### config.mk
export PLATFORM = sky130hd
export DESIGN_NAME = gobang_buzzer
export DESIGN_NICKNAME = d
export VERILOG_FILES = /design/src/rtl/gobang_buzzer.sv
export SDC_FILE = /design/constraint.sdc
export NUM_CORES = 1
export LEC_CHECK = 0
export CAP_MARGIN = 0
export CORE_UTILIZATION = 56
export DETAILED_ROUTE_END_ITERATION = 8
export GPL_TIMING_DRIVEN = 0
export PLACE_DENSITY = 0.82
export SETUP_SLACK_MARGIN = 0.5
export SYNTH_ARGS = -nofsm -noshare
export SYNTH_HDL_FRONTEND = slang
export SYNTH_SLANG_ARGS = --single-unit
### constraint.sdc
create_clock -name clk -period 3.08 [get_ports clk]
set_input_delay 0.924 -clock clk [delete_from_list [all_inputs] [get_ports clk]]
set_output_delay 0.924 -clock clk [all_outputs]
set_load 0.1 [all_outputs]
### src/rtl/gobang_buzzer.sv
// gobang_buzzer: tone sequencer for the Gobang board buzzer.
// A move plays one chirp note. A win plays a four-note melody (A, B, A, B).
// buz is active-low (1 = silent). busy is high while a sound is playing.
// Optional feature: define GOBANG_BUZZER_MUTE_EN to add a mute input.
// mute forces buz silent without affecting the sequencer or busy.
module gobang_buzzer #(
    parameter int HALF_MOVE   = 25000,
    parameter int HALF_A      = 19000,
    parameter int HALF_B      = 12500,
    parameter int NOTE_CYCLES = 5000000
) (
    input  logic clk,
    input  logic rst,
    input  logic play_move,
    input  logic play_win,
`ifdef GOBANG_BUZZER_MUTE_EN
    input  logic mute,
`endif
    output logic buz,
    output logic busy
);

    localparam int HALF_MAX_AB = (HALF_A > HALF_B) ? HALF_A : HALF_B;
    localparam int HALF_MAX    = (HALF_MOVE > HALF_MAX_AB) ? HALF_MOVE : HALF_MAX_AB;
    localparam int TW          = (HALF_MAX > 1) ? $clog2(HALF_MAX) : 1;
    localparam int NW          = $clog2(NOTE_CYCLES);

    localparam logic [NW-1:0] NOTE_LAST      = NW'(NOTE_CYCLES - 1);
    localparam logic [TW-1:0] HALF_MOVE_LAST = TW'(HALF_MOVE - 1);
    localparam logic [TW-1:0] HALF_A_LAST    = TW'(HALF_A - 1);
    localparam logic [TW-1:0] HALF_B_LAST    = TW'(HALF_B - 1);

    localparam logic [2:0] S_IDLE = 3'd0;
    localparam logic [2:0] S_MOVE = 3'd1;
    localparam logic [2:0] S_WIN0 = 3'd2;
    localparam logic [2:0] S_WIN1 = 3'd3;
    localparam logic [2:0] S_WIN2 = 3'd4;
    localparam logic [2:0] S_WIN3 = 3'd5;

    logic [2:0]    state_q, state_d;
    logic [NW-1:0] note_cnt_q, note_cnt_d;
    logic [TW-1:0] tone_cnt_q, tone_cnt_d;
    logic          buz_q, buz_d;
    logic          busy_q, busy_d;

    // Terminal tone-counter value (half-period minus one) for the note of a state.
    function automatic logic [TW-1:0] half_last(input logic [2:0] st);
        logic [TW-1:0] r;
        case (st)
            S_MOVE:         r = HALF_MOVE_LAST;
            S_WIN0, S_WIN2: r = HALF_A_LAST;
            S_WIN1, S_WIN3: r = HALF_B_LAST;
            default:        r = HALF_MOVE_LAST;
        endcase
        return r;
    endfunction

    // Next-state logic: triggers first (win beats move), then note sequencing and tone toggling.
    always_comb begin
        state_d    = state_q;
        note_cnt_d = note_cnt_q;
        tone_cnt_d = tone_cnt_q;
        buz_d      = buz_q;
        busy_d     = busy_q;
        if (play_win) begin
            state_d    = S_WIN0;
            note_cnt_d = '0;
            tone_cnt_d = '0;
            buz_d      = 1'b0;
            busy_d     = 1'b1;
        end else if (play_move && ((state_q == S_IDLE) || (state_q == S_MOVE))) begin
            state_d    = S_MOVE;
            note_cnt_d = '0;
            tone_cnt_d = '0;
            buz_d      = 1'b0;
            busy_d     = 1'b1;
        end else if (state_q == S_IDLE) begin
            note_cnt_d = '0;
            tone_cnt_d = '0;
            buz_d      = 1'b1;
            busy_d     = 1'b0;
        end else if (note_cnt_q == NOTE_LAST) begin
            // Note boundary: next note starts low with a cleared tone counter.
            note_cnt_d = '0;
            tone_cnt_d = '0;
            case (state_q)
                S_WIN0: begin
                    state_d = S_WIN1;
                    buz_d   = 1'b0;
                    busy_d  = 1'b1;
                end
                S_WIN1: begin
                    state_d = S_WIN2;
                    buz_d   = 1'b0;
                    busy_d  = 1'b1;
                end
                S_WIN2: begin
                    state_d = S_WIN3;
                    buz_d   = 1'b0;
                    busy_d  = 1'b1;
                end
                default: begin
                    state_d = S_IDLE;
                    buz_d   = 1'b1;
                    busy_d  = 1'b0;
                end
            endcase
        end else begin
            note_cnt_d = note_cnt_q + NW'(1);
            busy_d     = 1'b1;
            if (tone_cnt_q == half_last(state_q)) begin
                tone_cnt_d = '0;
                buz_d      = ~buz_q;
            end else begin
                tone_cnt_d = tone_cnt_q + TW'(1);
                buz_d      = buz_q;
            end
        end
    end

    // State registers; reset silences the buzzer immediately.
    always_ff @(posedge clk or negedge rst) begin
        if (!rst) begin
            state_q    <= S_IDLE;
            note_cnt_q <= '0;
            tone_cnt_q <= '0;
            buz_q      <= 1'b1;
            busy_q     <= 1'b0;
        end else begin
            state_q    <= state_d;
            note_cnt_q <= note_cnt_d;
            tone_cnt_q <= tone_cnt_d;
            buz_q      <= buz_d;
            busy_q     <= busy_d;
        end
    end

`ifdef GOBANG_BUZZER_MUTE_EN
    assign buz = buz_q | mute;
`else
    assign buz = buz_q;
`endif
    assign busy = busy_q;

endmodule

==> metrics <==
Pwr Total=around 0.0010 W; final setup margin=between 0.7 and 0.8 ns; register share of total power=0.586; Async S/R FF share, synth=1.00; PortBufs=5; via count=1745; kind of critical path=reg2out; Data arrival, critical path=approximately 1.4 ns; sequential share of the synthesized area=0.459; Clk network pwr share=0.344; finished layout cell area=2550 µm²; Highest Clock Rate=roughly 420 MHz; Worst Min Path Start=tone_cnt_q[0]$_DFF_PN0_; synth warn=0; Boundary Pins=6; CP endpoint kind=output pin; Worst Setup SP=busy$_DFF_PN0_; Die Ht=66.7 µm; crit path buf inv count=1; Final Hold Viols=0; Register Area=about 1100 µm²; DP HPWL=3060 µm; number of diodes=0; Worst path slowest cell=dlygate4sd2_1; clk_lat worst skew=approximately 0.3 ns; max_slew headroom=0.372; crit path launch type=flip-flop; LEAKAGE=1.04 nW; pwr dens=391 nW/µm²; row cnt=23; final core area utilization=0.637; clock buffer depth=2; Die X=66.7 µm; RSZ-0062 raised after global routing=false; Setup violations, final=0; CTS Buf Count=5; maximum level of the CTS H-tree=2; drt total wl=4330 µm; Synthesized Nets=246; largest net degree at the start of global routing=27; worst-case clock skew=just under 0.009 ns; MaxCap Viol Count=0; initial antenna violation count=0; Least-Margin Pin Slew=0.946 ns; Placer Congestion=~0.86; worst hold margin=roughly 0.48 ns; die area=approximately 4500 µm²; initial drt markers=125; CTS tree=built; first-pass GRT wire length=7310 µm; crit-path max cell delay=between 0.8 and 0.9 ns; Psw=approximately 0.00024 W; Filler Cells Inserted=approximately 340; Slew Viols, Final=0; Total Routing Usage GR=0.222; switch share=0.239; Core Box Area=around 4000 µm²; placed instance area=around 2500 µm²; Final Cycle Share=0.769; routed wire length per instance=14.2 µm; Post-CTS Setup Repair Bufs=0; Pint=about 0.00076 W; Hold WC Path Type=reg2reg; Mapped Cells=240; Top FF cell, synth=dfrtp_1; synthesized area=about 2300 µm²; nets=around 260; status=finished clean; share of cells above drive strength 1=0.114; kind of cell adding the most delay to the critical path=buffers and inverters; Netlist cell types=42; post-route ant nets=0; total grt overflow=0; Initial DRT Pass Iterations=4; CP cell instances=dlygate4sd2_1; R2R Setup Slk=between 1 and 1.5 ns; pre-CTS setup slack=between 0.5 and 0.6 ns; worst endpoint required time=2.16 ns; VDD IR max=between 0.0002 and 0.00025 V; Synth Register Bits=43; root buffer cell=clkbuf_8; Layout area overhead=8.58%; CTS Sinks=between 40 and 50; RR Startpoint=note_cnt_q[17]$_DFF_PN0_; fin crit period=~2.4 ns; number of synthesized flops with an enable pin=0; Comb pwr share=0.070; via/cell ratio=5.74; multi-input logic area=1200 µm²; vias in the first global route=between 1500 and 2000; Max Fanout on Critical Path=1; mean post-synth cell area=9.78 µm²; hold_buf cts=0; initial cell density of the core=0.587; DRC Markers=0; Clock transition at path regs=~0.070 ns
## flip-flops by register name, summed over array words and instances (netlist names)
signal,count
tone_cnt_q,15
state_q,3
note_cnt_q,23
buz,1
busy,1
## per-layer routing
layer | track usage | part of all wire
met3 | 0.0428 | 0.029
met5 | 0 | 0
met4 | 0.0957 | 0.016
met2 | 0.364 | 0.50
met1 | 0.284 | 0.46
## stage by stage
stage	instances	TNS [ns]
after floorplan	240	0
after global placement	295	-0.139
after detailed placement	296	0
after CTS	304	0
after global routing	304	0
final	304	0
## power by group through the flow
stage / Combinational, W / Sequential, W / Clock (W)
CTS: 0.0000716 / 0.000584 / 0.000353
finish: 0.0000697 / 0.000584 / 0.000343
detailed placement: 0.0000727 / 0.000595 / 0
floorplan: 0.0000293 / 0.000608 / 0
global placement: 0.0000694 / 0.000595 / 0
global route: 0.0000778 / 0.000586 / 0.000376
## worst paths after layout
path,end,cells after the start
worst min-delay path,tone_cnt_q[0]$_DFF_PN0_,1
worst max register to register,buz$_DFFE_PN1P_,5
min in group asynchronous,note_cnt_q[15]$_DFF_PN0_,1
max in group asynchronous,note_cnt_q[8]$_DFF_PN0_,2
worst max-delay path,busy,1
worst min register to register,tone_cnt_q[0]$_DFF_PN0_,1
## area by class of cell
cell class | instances | area share
plain buffers | 8 | 0.0191
clock buffers | 8 | 0.0314
inverters | 6 | 0.00884
multi-input cells | 183 | 0.470
flip-flops and latches | 43 | 0.423
well taps | 50 | 0.0245
repair buffers | 6 | 0.0231
## repair_timing
| action | 4_1_cts | 5_1_grt |
|---|---|---|
| gates resized for setup | 2 | 2 |
| setup endpoints to repair | 2 | 1 |
| hold endpoints to repair | 0 | 0 |
## placed cells by master, fill, tap and decap left out, drive strengths merged, types with 2 or more instances in the layout
cell type,Yosys,layout
nor2,47,47
dfrtp,42,42
xnor2,20,20
nand2,18,18
xor2,13,13
nand3,11,11
and3,10,10
nand4,10,10
buf,8,10
clkbuf,0,9
o21ai,7,7
a21oi,6,6
nor3,6,6
inv,6,6
nand2b,4,4
nor4,4,4
or3,3,3
and4,2,2
nor4b,2,2
and4bb,2,2
a31o,2,2
ha,2,2
clkdlybuf4s50,0,2
o41ai,2,2
## cells in the mapped netlist, drive strengths merged, types with 2 or more instances
| cell type | number | area share |
|---|---|---|
| nand2b | 4 | 0.011 |
| nand2 | 18 | 0.029 |
| nor3 | 6 | 0.013 |
| nor4 | 4 | 0.011 |
| or3 | 3 | 0.0080 |
| nand4 | 10 | 0.039 |
| inv | 6 | 0.0096 |
| dfrtp | 42 | 0.45 |
| xnor2 | 20 | 0.075 |
| and4bb | 2 | 0.011 |
| nor4b | 2 | 0.020 |
| nor2 | 47 | 0.075 |
| ha | 2 | 0.011 |
| xor2 | 13 | 0.049 |
| and4 | 2 | 0.0075 |
| o41ai | 2 | 0.011 |
| nand3 | 11 | 0.033 |
| o21ai | 7 | 0.017 |
| buf | 8 | 0.021 |
| a21oi | 6 | 0.013 |
| and3 | 10 | 0.027 |
| a31o | 2 | 0.0075 |
## kinds of logic (layout without fill, tap and decap cells)
| family | Yosys count | count (layout) | synth area share |
|---|---|---|---|
| AND/OR/NAND/NOR | 123 | 123 | 0.299 |
| adder cells (fa/ha/maj) | 2 | 2 | 0.0107 |
| XOR/XNOR | 33 | 33 | 0.123 |
| buffers and inverters | 14 | 28 | 0.0304 |
| AO/OA/AOI/OAI | 24 | 24 | 0.0714 |
| flip-flops | 43 | 43 | 0.459 |
| multiplexers | 1 | 1 | 0.00639 |
No activity file was read; power rests on OpenSTA's default activity.
